[config.mk]
export PLATFORM = sky130hd
export DESIGN_NAME = regfile_wb_ctrl
export DESIGN_NICKNAME = d
export VERILOG_FILES = /design/src/rtl/rv_pkg.sv /design/src/rtl/rr_arb2.sv /design/src/rtl/regfile_wb_ctrl.sv
export SDC_FILE = /design/constraint.sdc
export NUM_CORES = 1
export LEC_CHECK = 0
export CAP_MARGIN = 0
export CORE_AREA = 2 2 101 103
export DETAILED_ROUTE_END_ITERATION = 10
export DIE_AREA = 0 0 103 105
export DONT_BUFFER_PORTS = 1
export PLACE_DENSITY_LB_ADDON = 0.08
export SETUP_SLACK_MARGIN = 0.2
export SYNTH_ARGS = -nofsm -noshare
export SYNTH_HDL_FRONTEND = slang
export SYNTH_SLANG_ARGS = --single-unit
[constraint.sdc]
create_clock -name clk -period 5.88 [get_ports clk]
set_input_delay 1.764 -clock clk [delete_from_list [all_inputs] [get_ports clk]]
set_output_delay 1.764 -clock clk [all_outputs]
set_load 0.005 [all_outputs]
[src/rtl/rv_pkg.sv]
// Shared sizing constants and requester indices for the register-file
// writeback controller and its arbiter.
package rv_pkg;
  localparam int XLEN   = 32;
  localparam int NREG   = 32;
  localparam int REG_AW = $clog2(NREG);

  typedef enum logic {
    REQ_ALU = 1'b0,
    REQ_LSU = 1'b1
  } req_idx_e;
endpackage

[src/rtl/rr_arb2.sv]
// Two-requester round-robin arbiter: combinational one-hot grant, a single
// priority flop that points at the requester that lost the last grant.
module rr_arb2
  import rv_pkg::*;
(
  input  logic       clk,
  input  logic       rst_n,
  input  logic [1:0] req_i,
  output logic [1:0] gnt_o,
  output logic       prio_o
);

  logic prio_q;

  // Grants are forced low while reset is held so readies drop immediately.
  always_comb begin
    gnt_o = 2'b00;
    if (rst_n) begin
      if (req_i == 2'b11) gnt_o = prio_q ? 2'b10 : 2'b01;
      else                gnt_o = req_i;
    end
  end

  always_ff @(posedge clk or negedge rst_n) begin
    if (!rst_n) begin
      prio_q <= 1'b0;
    end else if (gnt_o[REQ_ALU]) begin
      prio_q <= 1'b1;
    end else if (gnt_o[REQ_LSU]) begin
      prio_q <= 1'b0;
    end
  end

  assign prio_o = prio_q;

endmodule

[src/rtl/regfile_wb_ctrl.sv]
// Register-file writeback controller: pending-write scoreboard with issue
// stall, two-source writeback arbitration and a registered write port.
module regfile_wb_ctrl
  import rv_pkg::*;
#(
  parameter int XLEN = rv_pkg::XLEN,
  parameter int NREG = rv_pkg::NREG,
  localparam int AW  = $clog2(NREG)
) (
  input  logic            clk,
  input  logic            rst,
  input  logic            iss_valid,
  input  logic [AW-1:0]   iss_rs1,
  input  logic [AW-1:0]   iss_rs2,
  input  logic [AW-1:0]   iss_rd,
  output logic            stall,
  input  logic            alu_valid,
  input  logic [AW-1:0]   alu_rd,
  input  logic [XLEN-1:0] alu_data,
  output logic            alu_ready,
  input  logic            lsu_valid,
  input  logic [AW-1:0]   lsu_rd,
  input  logic [XLEN-1:0] lsu_data,
  output logic            lsu_ready,
  output logic            wb_we,
  output logic [AW-1:0]   wb_addr,
  output logic [XLEN-1:0] wb_data,
  output logic [NREG-1:0] busy,
  output logic            err
);

  // Handshake: a requester holds rd/data stable while valid && !ready; the
  // transfer happens on the rising edge where valid && ready are both high.

  logic [1:0]      req, gnt;
  logic            prio_dbg;
  logic [NREG-1:0] busy_q, busy_d;
  logic            wb_we_q, err_q;
  logic [AW-1:0]   wb_addr_q, win_rd;
  logic [XLEN-1:0] wb_data_q, win_data;
  logic            wr_en, iss_acc;

  assign req[REQ_ALU] = alu_valid;
  assign req[REQ_LSU] = lsu_valid;

  rr_arb2 u_arb (
    .clk    (clk),
    .rst_n  (rst),
    .req_i  (req),
    .gnt_o  (gnt),
    .prio_o (prio_dbg)
  );

  assign alu_ready = gnt[REQ_ALU];
  assign lsu_ready = gnt[REQ_LSU];

  assign win_rd   = gnt[REQ_LSU] ? lsu_rd   : alu_rd;
  assign win_data = gnt[REQ_LSU] ? lsu_data : alu_data;
  // Writes to x0 complete the handshake but never reach the port.
  assign wr_en    = (|gnt) && (win_rd != '0);

  assign stall   = rst && iss_valid &&
                   (busy_q[iss_rs1] || busy_q[iss_rs2] || busy_q[iss_rd]);
  assign iss_acc = iss_valid && !stall && (iss_rd != '0);

  // Clear is applied before set so a same-edge reissue keeps the bit busy.
  always_comb begin
    busy_d = busy_q;
    if (wb_we_q) busy_d[wb_addr_q] = 1'b0;
    if (iss_acc) busy_d[iss_rd]    = 1'b1;
    busy_d[0] = 1'b0;
  end

  always_ff @(posedge clk or negedge rst) begin
    if (!rst) begin
      busy_q    <= '0;
      wb_we_q   <= 1'b0;
      wb_addr_q <= '0;
      wb_data_q <= '0;
      err_q     <= 1'b0;
    end else begin
      busy_q  <= busy_d;
      wb_we_q <= wr_en;
      if (wr_en) begin
        wb_addr_q <= win_rd;
        wb_data_q <= win_data;
        if (!busy_q[win_rd]) err_q <= 1'b1;
      end
    end
  end

  assign wb_we   = wb_we_q;
  assign wb_addr = wb_addr_q;
  assign wb_data = wb_data_q;
  assign busy    = busy_q;
  assign err     = err_q;

endmodule

### After elaboration in Yosys (flattened, before gate mapping)

Index checks and enable logic that the tools add are counted.

| storage, ports and cells | value |
|---|---|
| logic and storage cells | 54 |
| bits in writable memories | 0 |
| register bits after elaboration | 71 |
| bits in read-only memories | 0 |
| bits in latches | 0 |
| memories kept | 0 |
| output and inout bits | 74 |

| cells by class | value |
|---|---|
| reduce and logical (&&, ||, !) cells | 15 |
| equality and inequality tests | 1 |
| muxes and demuxes | 21 |
| $add $sub $neg | 0 |
| $mul | 0 |
| shifts and indexed selects | 0 |
| bitwise logic cells | 4 |
| magnitude comparators | 7 |
| divide/modulo/power cells | 0 |

Operators by type and width:

| kind | count |
|---|---|
| $mux W32 | 3 |
| $and A32 B32 Y32 | 1 |
| $not A32 Y32 | 1 |
| $or A32 B32 Y32 | 1 |
| $lt A5 B6 Y1 const B | 5 |
| $bmux W1 S5 | 4 |
| $demux W1 S5 | 2 |
| $ge A5 B1 Y1 const B | 2 |
| $reduce_bool A5 Y1 | 2 |
| $mux W1 | 8 |
| $logic_and A1 B1 Y1 | 7 |
| $mux W2 | 3 |
| $mux W5 | 1 |
| $eq A2 B2 Y1 const B | 1 |
| $logic_or A1 B1 Y1 | 2 |
| $reduce_and A2 Y1 | 1 |
| $reduce_bool A2 Y1 | 1 |
| $reduce_or A2 Y1 | 1 |
| $logic_not A1 Y1 | 1 |
| $not A1 Y1 | 1 |

### Longest topological paths before layout

| logic depth | value |
|---|---|
| depth after elaboration | 9 |
| depth in mapped cells | 10 |

### Hierarchy

Synthesis repeated with hierarchy kept, for this count alone.

| unflattened totals | value |
|---|---|
| cell total of the unflattened synthesis | 445 |
| area total of the unflattened synthesis | 4589.4 µm² |

Modules (own cells, without submodules):

| module | sequential area each (µm²) | area an instance (µm²) | cells each | instances |
|---|---|---|---|---|
| regfile_wb_ctrl | 1751.7 | 4528.1 | 437 | 1 |
| rr_arb2 | 25.0 | 61.3 | 8 | 1 |

### Worst setup path after synthesis

Ideal clock, no wire load.

| timing path | value |
|---|---|
| kind | input to output |
| from | in iss_rs1[0] |
| to | out stall |
| cell stages on the path | 7 |
| arrival | 3.556 ns |
| path slack | 0.560 ns |
| buffers on the path | 1 |
| cells stage by stage | clkbuf_1 > mux4_2 > mux2_2 > nand3_1 > o311ai_1 > o41a_1 > and2_1 |

| between the ends | value |
|---|---|
| word-level cells in the longest chain between the ends | 5 |

RTL lines:

| element | RTL line | source |
|---|---|---|
| start: declaration | regfile_wb_ctrl.sv:13 | `input logic [AW-1:0] iss_rs1,` |
| $bmux W1 S5 | regfile_wb_ctrl.sv:63 | `(busy_q[iss_rs1] \|\| busy_q[iss_rs2] \|\| busy_q[iss_rd]);` |
| $mux W1 (not written as such) | regfile_wb_ctrl.sv:63 |  |
| $logic_or A1 B1 Y1 (2 in a row) | regfile_wb_ctrl.sv:63 |  |
| $logic_and A1 B1 Y1 | regfile_wb_ctrl.sv:62 | `assign stall = rst && iss_valid &&` |
| end: declaration | regfile_wb_ctrl.sv:16 | `output logic stall,` |

Every way passes these cells. The select of a mux whose other input is x is not followed.

### Worst setup path after layout

| timing path | value |
|---|---|
| from | in iss_rd[0] |
| to | out stall |

| between the ends | value |
|---|---|
| word-level cells in the longest chain between the ends | 4 |

RTL lines:

| element | RTL line | source |
|---|---|---|
| start: declaration | regfile_wb_ctrl.sv:15 | `input logic [AW-1:0] iss_rd,` |
| $bmux W1 S5 | regfile_wb_ctrl.sv:63 |  |
| $mux W1 (not written as such) | regfile_wb_ctrl.sv:63 |  |
| $logic_or A1 B1 Y1 | regfile_wb_ctrl.sv:63 |  |
| $logic_and A1 B1 Y1 | regfile_wb_ctrl.sv:62 |  |

Every way passes these cells. The select of a mux whose other input is x is not followed.

==> run metrics <==
fin cells around 550; hold_buf cts 0; WP buf/inv 0; nature of the critical path endpoint output pin; Leak ~0.0020 µW; top-area cell type share of the netlist area a little over two fifths; critical path startpoint category input pin; CTS buffer count 9; Initial Utilization about 44%; Synth area leader dfrtp_1; Final WS setup between 600 and 700 ps; crit-path cells mux4_2 > nor2b_1 > nor4_1 > o211ai_1 > o41a_1 > and2_1; Avg Inst Size Synth between 10 and 15 µm²; layout cells sized above 1 between 10% and 20%; drt wl/cell ~22 µm; hold path cells 2; Top delay family on crit path simple AND/OR/NAND/NOR gates; fin crit share 89.2%; largest net degree at the start of global routing between 70 and 80; Synth cell types 40; fill count 958; mapped cell area ~0.0042 mm²; Pwr Density just under 400 mW/mm²; area of the multi-input gates between 0.002 and 0.0025 mm²; I/O pin cnt 168; dpl ws 654 ps; # clock sinks between 70 and 80; post-synthesis compound-gate area fraction ~17%; post-cts resize count 0; Clock Latency Late Sink roughly 350 ps; Crit-path slowest cell o41a_1; CTS tree built; yosys warns 0; clock network fraction of total power between 20% and 30%; H-tree depth 3; fmax around 190 MHz; die width roughly 100 µm; Syn-to-layout area delta 8.02%; post-synthesis simple-gate area fraction between 10% and 20%; register area share after synthesis about two fifths; clk slew on worst S/H paths 70 ps; RR Startpoint u_arb.prio_o; hold path endpoint wb_data[31]; Async S/R FF share, synth 100%; setup TNS 0 ps; Post-synth EDFFs 0; status completed; vias in the first global route about 3400; sequential cell area about 0.0018 mm²; DR iter-0 viols about 260; switching fraction of total power a little over a third; Synth Area in Adders 0%; Max-Slew Margin vs Limit between 40% and 50%; post-route cell area roughly 0.0046 mm²; Overflow after GRT 0; worst reg2reg path depth 8; Most used DFF post-synth dfrtp_1; Crit. path cell count 6; XOR/XNOR Fraction of Synth Area 0%; worst setup path class in2out; reg2reg end wb_data[1]; DRT Wirelength 12300 µm; first-pass GRT wire length 18400 µm; initial antenna violation count 0; worst reg-to-reg setup slack between 2000 and 3000 ps; most numerous cell in the Yosys netlist dfrtp_1; hpwl dp a little under 9000 µm; clock skew around 12 ps; Mapped Nets roughly 510; CTS Buffer Depth 2; top post-synthesis cells by area dfrtp_1, mux2i_1, mux4_2; Post-CTS Setup Inserts 0; Max-Cap Viols 0; CTS root buffer clkbuf_8; hold path start wb_data[31]; internal power 1150 µW; Post-route DRC 0; Rows 36; worst hold path class reg2reg; Seq cells post-synth slightly above 70; fin. max-slew vios 0; core area between 0.009 and 0.01 mm²; multiplexer area fraction after synthesis approximately 26%; cell count after synthesis 420; Max stage delay on crit path 460 ps; # placed instances between 500 and 600; post-route antenna net violation count 0; worst path arrival time 3480 ps; die height 105 µm; die area roughly 0.011 mm²; Required @ worst endpoint 4120 ps; Hold Vio Cnt, Final 0; Via Count roughly 3300; setup violators final 0; vias per cell ~6.1; diode count 0; Comb power frac between 20% and 30%; Area after DPL roughly 0.0043 mm²; RSZ-0062 raised after global routing no; P_sw between 600 and 700 µW; minimum clock period around 5200 ps; worst-margin pin slew between 800 and 900 ps; 1st-pass router iterations 6; Seq pwr share 49.6%; main combinational cell family by area after synthesis multiplexers; Peak VDD IR 0.000127 V; GRT Resource Usage Total a little under a quarter; Util after Layout a little under half; Post-synth top cells dfrtp_1, o21ai_0, mux2i_1, nand2_1, o21ai_1; GPL Wtd Cong 0.827; CP max FO 13; Final nets 503; I/O Buffers 0
## tightest hold or removal path, delay by kind of cell, from the launching register on
family,cells,cell delay [ps]
AND/OR/NAND/NOR,1,50
flip-flops,1,370
AO/OA/AOI/OAI,1,60
## metal layers
metal | track usage (%) | share of wire [%]
met1 | 29.1 | 40
met2 | 36.6 | 49
met3 | 6.96 | 9.9
met4 | 6.20 | 1.3
met5 | 0 | 0
## stage by stage
step | total power, µW | hold slack [ps]
2_1_floorplan | 1130 | 473
3_3_place_gp | 1290 | 496
3_5_place_dp | 1300 | 500
4_1_cts | 1780 | 517
5_1_grt | 1870 | 541
6_report | 1770 | 509
## power groups by stage
| stage | clock network [µW] | logic (µW) | registers (µW) |
|---|---|---|---|
| 2_1_floorplan | 0 | 365 | 762 |
| 3_3_place_gp | 0 | 404 | 888 |
| 3_5_place_dp | 0 | 413 | 883 |
| 4_1_cts | 490 | 414 | 875 |
| 5_1_grt | 511 | 462 | 898 |
| 6_report | 481 | 413 | 879 |
## cells by family (layout without fill, tap and decap cells)
logic type	after synthesis	in the layout
muxes	87	87
other	1	1
and+or+nand+nor	97	97
buffers and inverters	34	28
AOI/OAI and AO/OA	130	130
DFF	71	71
## how the worst max path moves through the flow
stage / endpoint / slack (ps) / start
2_1_floorplan: stall / 560 / iss_rs1[0]
3_3_place_gp: stall / 650 / iss_rd[0]
3_5_place_dp: stall / 650 / iss_rd[0]
4_1_cts: stall / 640 / iss_rd[0]
5_1_grt: stall / 570 / iss_rd[0]
6_report: stall / 630 / iss_rd[0]
## sequential cells by signal (all words and copies together), names as in the netlist
signal / count
wb_data: 32
wb_addr: 5
u_arb.prio_o: 1
err: 1
wb_we: 1
busy: 31
## placed cells by master (no fill, tap or decap), types with 3 or more instances in the layout
cell       count
dfrtp_1       71
o21ai_0       70
mux2i_1       67
nand2_1       45
o21ai_1       30
mux4_2        17
nand3b_1      12
nor2b_1       10
clkbuf_8      10
nor2_1         7
nand3_1        6
inv_1          6
buf_4          6
or3b_2         5
a211oi_1       5
o211ai_1       5
a21oi_1        5
mux2_2         3
bufinv_16      3
## area by class of cell
class | instances | share of cell area, %
multi-input cells | 315 | 50.8
flip-flops and latches | 71 | 38.8
well taps | 133 | 3.63
clock buffers | 10 | 3.00
clock inverters | 6 | 2.35
repair buffers | 6 | 0.983
inverters | 6 | 0.492
No activity file was read; power rests on OpenSTA's default activity.
